$ cat config.mk
export PLATFORM = sky130hd
export DESIGN_NAME = alu_result_stage
export DESIGN_NICKNAME = d
export VERILOG_FILES = /design/src/rtl/alu_result_stage.sv
export SDC_FILE = /design/constraint.sdc
export NUM_CORES = 1
export LEC_CHECK = 0
export ABC_AREA = 1
export CAP_MARGIN = 20
export CORE_UTILIZATION = 35
export DETAILED_ROUTE_END_ITERATION = 8
export DONT_BUFFER_PORTS = 1
export HOLD_SLACK_MARGIN = 0.08
export PLACE_DENSITY_LB_ADDON = 0.05
export RECOVER_POWER = 100
export SYNTH_ARGS = -nofsm -noshare
export SYNTH_HDL_FRONTEND = slang
export SYNTH_SLANG_ARGS = --single-unit
$ cat constraint.sdc
create_clock -name clk -period 1.4 [get_ports clk]
set_input_delay 0.42 -clock clk [delete_from_list [all_inputs] [get_ports clk]]
set_output_delay 0.42 -clock clk [all_outputs]
set_load 0.1 [all_outputs]
$ cat src/rtl/alu_result_stage.sv
// Purpose: 2-entry elastic buffer (head + skid) between the ALU and writeback; it also counts accepted overflow beats.
// Latency: 1 cycle from input transfer to out_valid. out_* are driven straight from the head register.
// Backpressure: in_ready is registered and drops only when both entries are occupied; it does not depend on out_ready combinationally.
module alu_result_stage #(
    parameter int N     = 32,
    parameter int CNT_W = 16
) (
    input  logic             clk,
    input  logic             rst,
    input  logic             flush,
    input  logic             in_valid,
    output logic             in_ready,
    input  logic [N-1:0]     in_result,
    input  logic             in_overflow,
    input  logic             in_zero,
    input  logic             in_equal,
    input  logic [4:0]       in_rd,
    output logic             out_valid,
    input  logic             out_ready,
    output logic [N-1:0]     out_result,
    output logic             out_overflow,
    output logic             out_zero,
    output logic             out_equal,
    output logic [4:0]       out_rd,
    output logic [CNT_W-1:0] overflow_count
);

    typedef struct packed {
        logic [N-1:0] result;
        logic         overflow;
        logic         zero;
        logic         equal;
        logic [4:0]   rd;
    } beat_t;

    typedef enum logic [1:0] {
        EMPTY = 2'd0,
        ONE   = 2'd1,
        FULL  = 2'd2
    } state_t;

    state_t           state_q, state_nxt;
    beat_t            head_q, skid_q, beat_in;
    logic             in_ready_q;
    logic             in_xfer, out_xfer;
    logic             head_ld_in, head_ld_skid, skid_ld, cnt_inc;
    logic [CNT_W-1:0] cnt_q;

    assign in_ready       = in_ready_q;
    assign out_valid      = (state_q != EMPTY);
    assign in_xfer        = in_valid & in_ready_q;
    assign out_xfer       = out_valid & out_ready;
    assign out_result     = head_q.result;
    assign out_overflow   = head_q.overflow;
    assign out_zero       = head_q.zero;
    assign out_equal      = head_q.equal;
    assign out_rd         = head_q.rd;
    assign overflow_count = cnt_q;

    // Form the beat to be stored. A write to x0 always reads back as zero, so the result is cleared and zero is set.
    always_comb begin
        beat_in.result   = in_result;
        beat_in.overflow = in_overflow;
        beat_in.zero     = in_zero;
        beat_in.equal    = in_equal;
        beat_in.rd       = in_rd;
        if (in_rd == 5'd0) begin
            beat_in.result = '0;
            beat_in.zero   = 1'b1;
        end
    end

    // Compute the next state and the load controls. Flush overrides every handshake.
    always_comb begin
        state_nxt    = state_q;
        head_ld_in   = 1'b0;
        head_ld_skid = 1'b0;
        skid_ld      = 1'b0;
        cnt_inc      = 1'b0;
        if (flush) begin
            state_nxt = EMPTY;
        end else begin
            cnt_inc = in_xfer & in_overflow;
            case (state_q)
                EMPTY: begin
                    if (in_xfer) begin
                        state_nxt  = ONE;
                        head_ld_in = 1'b1;
                    end
                end
                ONE: begin
                    if (in_xfer && !out_xfer) begin
                        state_nxt = FULL;
                        skid_ld   = 1'b1;
                    end else if (!in_xfer && out_xfer) begin
                        state_nxt = EMPTY;
                    end else if (in_xfer && out_xfer) begin
                        head_ld_in = 1'b1;
                    end
                end
                FULL: begin
                    if (out_xfer) begin
                        state_nxt    = ONE;
                        head_ld_skid = 1'b1;
                    end
                end
                default: state_nxt = EMPTY;
            endcase
        end
    end

    // Update the state register. in_ready is registered from the next state, so it never depends on out_ready within the same cycle.
    always_ff @(posedge clk) begin
        if (!rst) begin
            state_q    <= EMPTY;
            in_ready_q <= 1'b1;
        end else begin
            state_q    <= state_nxt;
            in_ready_q <= (state_nxt != FULL);
        end
    end

    // Update the data registers. The head takes either the incoming beat or the skid entry.
    always_ff @(posedge clk) begin
        if (!rst) begin
            head_q <= '0;
            skid_q <= '0;
        end else begin
            if (head_ld_in)
                head_q <= beat_in;
            else if (head_ld_skid)
                head_q <= skid_q;
            if (skid_ld)
                skid_q <= beat_in;
        end
    end

    // Count accepted overflow beats. The count saturates at all-ones; a flush does not clear it.
    always_ff @(posedge clk) begin
        if (!rst)
            cnt_q <= '0;
        else if (cnt_inc && (cnt_q != {CNT_W{1'b1}}))
            cnt_q <= cnt_q + CNT_W'(1);
    end

endmodule

; Word-level counts from Yosys, hierarchy flattened
; Index checks and enable logic that the tools add are counted.
[op_classes]
n_addsub = 1
eq_ne = 4
n_mux = 23
bitwise_logic = 3
n_reduce_logical = 10
[op_table]
columns = cell, count
row1 = two-way mux 40 bit, 2
row2 = two-way mux 32 bit, 1
row3 = "adder 16 x 1 -> 16 bit, second input constant", 1
row4 = "inequality test 16 bit, second input constant", 1
row5 = two-way mux 1 bit, 13
row6 = two-way mux 2 bit, 5
row7 = one-hot mux 2 bit (3 select lines), 1
row8 = zero test 5 bit, 1
row9 = logical AND 1 bit, 4
row10 = nonzero test 2 bit, 2
row11 = AND 1 bit, 3
row12 = "equality test 2 x 1 -> 1 bit, second input constant", 1
row13 = "equality test 2 bit, second input constant", 1
row14 = zero test 1 bit, 2
row15 = zero test 2 bit, 1
row16 = "inequality test 2 bit, second input constant", 1
row17 = one-hot mux 1 bit (2 select lines), 1
[word_totals]
reg_bits = 99
out_inout_bits = 58
wordCells = 54

; Longest topological paths before layout
; Gate-level depths: netlist of run 1.
[depth]
ltp_word = 9
depth_mapped = 9

; Worst setup path after synthesis of run 1
; No wires, ideal clock.
[synth_path]
path_kind = register to register
start = reg cnt_q[0], in the netlist overflow_count[0]
end = reg cnt_q[0], in the netlist overflow_count[0]
setup_ns = 0.117
arrival_time_ns = 2.066
required_ns = 1.283
path_slack_ns = -0.783
path_stages_with_launch = 10
n_path_buf = 1
synth_period_minus_slack_ns = 2.183
cell_sequence = dfxtp_1 ha_1 inv_1 nor2_1 nand2_1 nor2_1 nor2_2 buf_4 nor2_1 nor2_1
[synth_via]
elab_chain_len = 2
elab_cells_between_ends = 3
cone_classes = 1 x add/sub / 1 x eq/ne / 1 x reduce/logical
[synth_lines]
columns = element, line
row1 = from (decl), 47  ; logic [CNT_W-1:0] cnt_q;
row2 = from (signal assigned), 143  ; cnt_q <= cnt_q + CNT_W'(1);
row3 = "parallel branches: the longest is 2 deep, another holds adder 16 x 1 -> 16 bit", n/a
; Parallel ways; which one is timed is not known.
; A chain may end at the register's enable or synchronous reset.

; Worst setup path after layout of run 1
[layout_path]
start = reg state_q[1]
end = out out_valid
[layout_via]
elab_chain_len = 1
[layout_lines]
columns = element, line
row1 = from (decl), 42  ; state_t state_q, state_nxt;
row2 = from (signal assigned), 118  ; state_q <= state_nxt;
row3 = nonzero test 2 bit, 50  ; assign out_valid = (state_q != EMPTY);
row4 = to (decl), 18  ; output logic out_valid,
; No other way between the ends.

==> summary.txt, run 1 <==
Timing
  – Worst clock skew on the final layout: 0.00488 ns
  – Transition time at the pin with the least slew margin: 0.258 ns
  – Count of endpoints failing setup in the final report: 78
  – Number of hold violations in the final report: 0
  – Setup slack of the critical path after layout: -0.213 ns
  – Final Max Tran Viols: 0
  – Crit share post-route: 115%
  – Worst slew margin relative to its limit: 82.7%
  – Max frequency: 620 MHz
  – Final Critical Period: around 1.6 ns
  – Setup TNS after final layout: -9.14 ns
  – Setup repair after global routing missed its margin: true

Setup path
  – CP Capture Type: primary output
  – Buffers plus inverters on the worst setup path: 3
  – Cell-by-cell trace of the critical path: buf_6 -> nor2_4 -> clkinvlp_4 -> buf_12
  – Setup slack, reg-to-reg: -0.20 ns
  – Critical path type: reg -> out
  – Delay of the slowest cell on the worst path: 0.33 ns
  – Critical path fanouts, max: 2
  – Critical path arrival: roughly 1.2 ns
  – Reg2Reg Launch Point: state_q[1]
  – Cell with the largest stage delay on the worst path: sky130_fd_sc_hd__dfxtp_2
  – Critical Path End: out_valid
  – Logic depth of the worst path, buffers included: 4
  – Data required time of the critical path: around 1 ns
  – Cell family contributing the most delay on the critical path: buffers and inverters
  – Launch point of the critical path: state_q[1]
  – R2R depth: 10
  – Reg2Reg Capture Point: out_result[13]
  – Crit start category: register

Run status
  – Run status: complete, but fails checks
  – Violations in the final reports: setup timing

Floorplanning
  – Core ar.: 12000 um^2
  – Std cell rows: 40
  – Die Outline Area: ~13000 um^2
  – Die W: 113 um
  – Starting utilization of the core area: a little over a third
  – Number of top-level pins: ~100
  – Die height: 113 um

Power
  – Power Dens Cells: 1020 nW/um^2
  – Peak VDD IR: 0.000532 V
  – Leakage dissipation: 2.72 nW

Final layout
  – Fraction of layout cells with a size suffix above 1: 36.2%
  – Number of inserted diodes: 0
  – End-of-flow core utilization: roughly 56%
  – Signed area change from the synthesized netlist to the final layout: 55.1%
  – Final net count: roughly 770

Synth
  – Net count after synthesis: 666
  – Number of different library cells in the post-synthesis netlist: 26
  – Post-synthesis area per instance: 6.95 um^2
  – Post-synthesis instance area: 4310 um^2
  – Share of synthesized area occupied by flip-flops and latches: 46.0%
  – Number of flip-flops and latches in the synthesized netlist: 99
  – Yosys warning total: 0
  – Instance count of the mapped netlist: 620

Detailed routing
  – Average wire per standard cell: 16.1 um
  – Total Routed Length: 14.0 mm
  – Antenna-violating nets left: 0
  – Via density per instance: ~5.1
  – Drt initial violations: between 150 and 200
  – Total number of vias: approximately 4.4k
  – DRT Pass-1 Iters: 4
  – Count of unresolved DRC violations after routing: 0

Clocking
  – Clock sink count: a little under 100
  – CTS tree: yes
  – Root buf cell: sky130_fd_sc_hd__clkbuf_16
  – # H-tree levels: 3
  – Insertion delay to the later sink of the worst-skew pair: 0.35 ns
  – Number of clock buffers inserted by TritonCTS: 9
  – Max Root-Sink Buffers: 2
  – Clock slew seen by the registers of the worst setup and hold paths: 0.07 ns

Job
  – Max capacitance violation total: 0

Global routing
  – Maximum number of pins on one net before global-route repair: 74
  – Total congestion overflow: 0
  – Global-route usage over all layers: 21.6%
  – Number of antenna violations at the first check in global routing: 0
  – First-pass GRT wire length: around 21 mm
  – Number of global-route vias before repair: between 4k and 5k

Placement
  – Detailed placement HPWL: 8.01 mm
  – Global placement routability congestion: roughly 0.77
  – Quantity of I/O buffers inserted on ports: 0

Worst hold path
  – Type of the worst min-delay path: in -> reg
-- power breakdown --
part / leakage [nW] / internal (mW) / switching (mW)
Combinational: 1.76 / 0.413 / 0.926
Clock: 0.146 / 1.43 / 1.08
Sequential: 0.816 / 2.89 / 0.0609
-- through the flow --
| stage | setup slack (ns) | hold slack (ns) | area (um^2) | power [mW] | cells |
|---|---|---|---|---|---|
| floorplan | -0.0853 | 0.425 | 4450 | 3.88 | 620 |
| global placement | -0.0998 | 0.431 | 5710 | 4.33 | 819 |
| detailed placement | -0.0958 | 0.437 | 5710 | 4.35 | 819 |
| CTS | -0.218 | 0.119 | 6420 | 6.94 | 854 |
| global route | -0.268 | 0.129 | 6690 | 7.06 | 874 |
| finish | -0.213 | 0.141 | 6690 | 6.80 | 874 |
-- area by class of cell --
type / count / area [um^2]
Clock buffer: 11 / 243
Sequential cell: 99 / 2030
Fill cell: 1126 / 5320
Inverter: 38 / 154
Tap cell: 147 / 184
Clock inverter: 4 / 50.0
Multi-Input combinational cell: 446 / 2380
Timing Repair Buffer: 129 / 1640
-- cells in the final DEF, fill, tap and decap left out, drive strengths merged --
cell        n
nand3      15
a211oi      1
buf       123
clkinvlp    1
clkbuf     17
bufinv      1
xor2        3
nand2     226
a21oi      63
clkinv      3
o21ai      52
a31oi      29
ha          1
nor2       44
inv        37
xnor2       3
dfxtp      99
nand4       7
o22ai       2
-- synth_stat cells --
master                     count  area [um^2]
sky130_fd_sc_hd__a211oi_1      1         7.51
sky130_fd_sc_hd__a21oi_1      63          315
sky130_fd_sc_hd__a31oi_1      29          181
sky130_fd_sc_hd__buf_1         3         11.3
sky130_fd_sc_hd__buf_2        16         80.1
sky130_fd_sc_hd__buf_4         5         37.5
sky130_fd_sc_hd__buf_6         1         11.3
sky130_fd_sc_hd__clkbuf_1     12         45.0
sky130_fd_sc_hd__clkinv_1      1         3.75
sky130_fd_sc_hd__dfxtp_1      99         1980
sky130_fd_sc_hd__ha_1          1         12.5
sky130_fd_sc_hd__inv_1        34          128
sky130_fd_sc_hd__inv_2         3         11.3
sky130_fd_sc_hd__nand2_1     225          845
sky130_fd_sc_hd__nand2_2       1         6.26
sky130_fd_sc_hd__nand3_1      13         65.1
sky130_fd_sc_hd__nand3_2       2         20.0
sky130_fd_sc_hd__nand4_1       7         43.8
sky130_fd_sc_hd__nor2_1       40          150
sky130_fd_sc_hd__nor2_2        3         18.8
sky130_fd_sc_hd__nor2_4        1         11.3
sky130_fd_sc_hd__o21ai_0      51          255
sky130_fd_sc_hd__o21ai_1       1         5.00
sky130_fd_sc_hd__o22ai_1       2         12.5
sky130_fd_sc_hd__xnor2_1       3         26.3
sky130_fd_sc_hd__xor2_1        3         26.3
-- repair_timing --
| action | 4_1_cts | 5_1_grt |
|---|---|---|
| buffers inserted | 15 | 18 |
| hold buffers | 0 | 0 |
| endpoints found under the setup margin | 69 | 102 |
| pin swaps | 3 | 41 |
| gates cloned | 5 | 8 |
| resized for setup | 75 | 150 |
-- registers in the layout (all words and copies together) (netlist names) --
name	flops
in_ready	1
out_zero	1
out_overflow	1
overflow_count	16
out_equal	1
out_result	32
skid_q	40
state_q	2
out_rd	5
-- cell families (layout without fill, tap and decap cells) --
kind of cell / count (synthesis) / count (layout) / synth area share [%]
AOI/OAI and AO/OA: 147 / 147 / 18.0
xor gates and xnor gates: 6 / 6 / 1.22
adders and majority gates: 1 / 1 / 0.290
buffers and inverters: 75 / 182 / 7.60
DFF: 99 / 99 / 46.0
and+or+nand+nor: 292 / 292 / 26.9
-- routing by layer --
metal | track usage, % | share of wire [%]
met5 | 0 | 0
met1 | 26.0 | 42
met3 | 5.36 | 6.0
met2 | 36.9 | 50
met4 | 9.39 | 2.2
-- how the worst min path moves through the flow --
stage	from	to	slack, ns	cells after the start
after floorplan	skid_q[1]	skid_q[1]	0.42	2
after global placement	skid_q[5]	skid_q[5]	0.43	2
after detailed placement	skid_q[5]	skid_q[5]	0.44	2
after CTS	flush	state_q[0]	0.12	1
after global routing	flush	state_q[0]	0.13	1
final	flush	state_q[0]	0.14	1
(Power assumes the default switching activity.)
==> run 2, diff against run 1 <==
Settings changed: CORE_MARGIN set to 2.
==> run 2 against run 1 <==
Against the previous run: the run still ends with setup timing left; wire length is 3.4% higher; clock power is 4% lower; via count is 2.5% higher; first-iteration DRC count is 39% higher; global-route usage is 1.0 points lower; flip-flop and latch count stayed put; sequential power hardly changed; setup slack better by 0.017 ns; largest cell class unchanged; highest routed layer unchanged.
==> summary.txt, run 2 (synthesized netlist as in run 1, its figures left out) <==
Run status
  – Run status: complete, but fails checks
  – Violations in the final reports: setup timing

Floorplanning
  – Core ar.: between 10000 and 15000 um^2
  – Starting utilization of the core area: 35.9%
  – Die Outline Area: around 13000 um^2
  – Die height: 115 um
  – Die W: 115 um
  – Number of top-level pins: 103
  – Std cell rows: 40

Worst hold path
  – Critical hold path startpoint: flush
  – Type of the worst min-delay path: in -> reg

Global routing
  – Most used routing layer in global routing: met2
  – Global-route usage over all layers: 20.6%
  – Met2 demand-to-capacity share in global routing: 35.1%
  – Met3 track demand over resource: 4.53%
  – First-pass GRT wire length: 21.2 mm
  – Met1 capacity usage during global routing: 25.9%
  – Total congestion overflow: 0
  – Number of global-route vias before repair: 4111
  – Number of antenna violations at the first check in global routing: 0
  – Maximum number of pins on one net before global-route repair: between 70 and 80

Detailed routing
  – Average wire per standard cell: roughly 17 um
  – DRT Pass-1 Iters: 4
  – Total number of vias: 4552
  – Total Routed Length: approximately 15 mm
  – Drt initial violations: 256
  – Antenna-violating nets left: 0
  – Count of unresolved DRC violations after routing: 0
  – Via density per instance: about 5.2

Final layout
  – Most frequent standard cell in the layout excluding fill and tap cells: sky130_fd_sc_hd__nand2_1
  – Signed area change from the synthesized netlist to the final layout: 70.6%
  – Commonest cells after routing, fill and taps aside: 168 x sky130_fd_sc_hd__nand2_1, 79 x sky130_fd_sc_hd__dfxtp_1, 56 x sky130_fd_sc_hd__buf_12, 37 x sky130_fd_sc_hd__nand2_2, 35 x sky130_fd_sc_hd__a21oi_1
  – Fillers: 1024
  – Max reg flops: 40
  – Number of inserted diodes: 0
  – Storage element area: just over 2000 um^2
  – Fraction of layout cells with a size suffix above 1: 43.6%
  – Multi-input gate area in the final layout: 2650 um^2
  – Register with the highest flop count: skid_q
  – Final net count: 770

Clocking
  – Clock slew seen by the registers of the worst setup and hold paths: 0.07 ns
  – # H-tree levels: 3
  – CTS tree: yes
  – Number of clock buffers inserted by TritonCTS: 9
  – Max Root-Sink Buffers: 2
  – Root buf cell: sky130_fd_sc_hd__clkbuf_16
  – Insertion delay to the later sink of the worst-skew pair: 0.35 ns
  – Clock sink count: 99
  – # hold bufs at CTS: 0

Timing
  – Crit share post-route: 114%
  – Setup slack of the critical path after layout: -0.196 ns
  – Final Critical Period: 1.60 ns
  – Final Max Tran Viols: 0
  – Worst slew margin relative to its limit: 82.4%
  – Max frequency: roughly 630 MHz
  – Worst clock skew on the final layout: 0.00386 ns
  – Transition time at the pin with the least slew margin: 0.262 ns
  – Setup repair after global routing missed its margin: true
  – Setup TNS after final layout: -9.19 ns
  – Count of endpoints failing setup in the final report: 80
  – Number of hold violations in the final report: 0

Power
  – Leakage dissipation: ~3 nW
  – Peak VDD IR: between 0.0008 and 0.0009 V
  – Power Dens Cells: 940 nW/um^2
  – Overall power after layout: 6.92 mW

Setup path
  – Cell-by-cell trace of the critical path: buf_6 -> nor2_4 -> clkinvlp_4 -> buf_12
  – Critical path fanouts, max: 2
  – Cell with the largest stage delay on the worst path: sky130_fd_sc_hd__dfxtp_2
  – Buffers plus inverters on the worst setup path: 3
  – Launch point of the critical path: state_q[1]
  – Critical path arrival: 1.18 ns
  – CP Capture Type: primary output
  – Crit start category: register
  – Data required time of the critical path: 0.98 ns
  – Reg2Reg Launch Point: state_q[1]
  – Delay of the slowest cell on the worst path: 0.33 ns
  – Cell family contributing the most delay on the critical path: buffers and inverters
  – Critical path type: reg -> out

Placement
  – Worst slack, placed: -0.114 ns
  – Global placement routability congestion: 0.750
  – Detailed placement HPWL: 8.02 mm
  – Quantity of I/O buffers inserted on ports: 0

Job
  – Max capacitance violation total: 0
## run 2: changes by cell type in the layout (fill, tap and decap cells not counted), moves of 6 or more
cell	previous run	this run
sky130_fd_sc_hd__a21oi_1	41	35
sky130_fd_sc_hd__a21oi_2	22	28
sky130_fd_sc_hd__buf_12	16	56
sky130_fd_sc_hd__buf_6	63	26
sky130_fd_sc_hd__nand2_1	187	168
sky130_fd_sc_hd__nand2_4	4	21
sky130_fd_sc_hd__o21ai_1	32	11
sky130_fd_sc_hd__o21ai_2	9	33
## run 2: area by class of cell
class,count,share of cell area (%)
Multi-Input combinational cell,446,36.0
Sequential cell,99,27.9
Timing Repair Buffer,130,27.7
Clock buffer,12,3.49
Tap cell,147,2.50
Inverter,38,2.09
Clock inverter,4,0.306
## run 2: routing by layer
layer,routed length (um),vias up
met3,695,20
met5,0,-
met1,6150,2183
met2,7450,111
li1,-,2238
met4,237,0
## run 2: path summary, 6_finish.rpt
path / endpoint / slack [ns] / depth (start not counted)
max reg2reg: out_result[12] / -0.18 / 11
max: out_valid / -0.20 / 4
min reg2reg: skid_q[1] / 0.45 / 2
min: state_q[0] / 0.13 / 1
## run 2: through the flow
stage	std cells	instance area, um^2	util [%]	hold slack (ns)
2_1_floorplan	620	4450	-	0.425
3_3_place_gp	819	5700	47.4	0.431
3_5_place_dp	819	5700	47.4	0.441
4_1_cts	857	6500	54.1	0.128
5_1_grt	876	7360	61.3	0.128
6_report	876	7360	61.3	0.129
## run 2: timing repair
action / in CTS / in global routing
endpoints found under the setup margin: 75 / 102
resized for setup: 75 / 220
pin swaps: 3 / 61
gates cloned: 7 / 7
setup buffers: 16 / 14
## run 2: worst reg2reg max path, stage by stage, from the launching register on
cell,delay (ns)
sky130_fd_sc_hd__dfxtp_2,0.33
sky130_fd_sc_hd__buf_6,0.12
sky130_fd_sc_hd__buf_6,0.11
sky130_fd_sc_hd__nor2_4,0.14
sky130_fd_sc_hd__buf_6,0.12
sky130_fd_sc_hd__nand2_4,0.04
sky130_fd_sc_hd__nor2_4,0.14
sky130_fd_sc_hd__buf_6,0.15
sky130_fd_sc_hd__buf_12,0.14
sky130_fd_sc_hd__nand2_1,0.07
sky130_fd_sc_hd__nand2_1,0.06
sky130_fd_sc_hd__a31oi_1,0.04
## run 2: report_power, final
group          leakage [nW]  switching (mW)  internal [mW]  total [mW]
combinational          2.02           0.962          0.571        1.53
clock                 0.143            1.11           1.30        2.42
sequential            0.820          0.0868           2.88        2.97
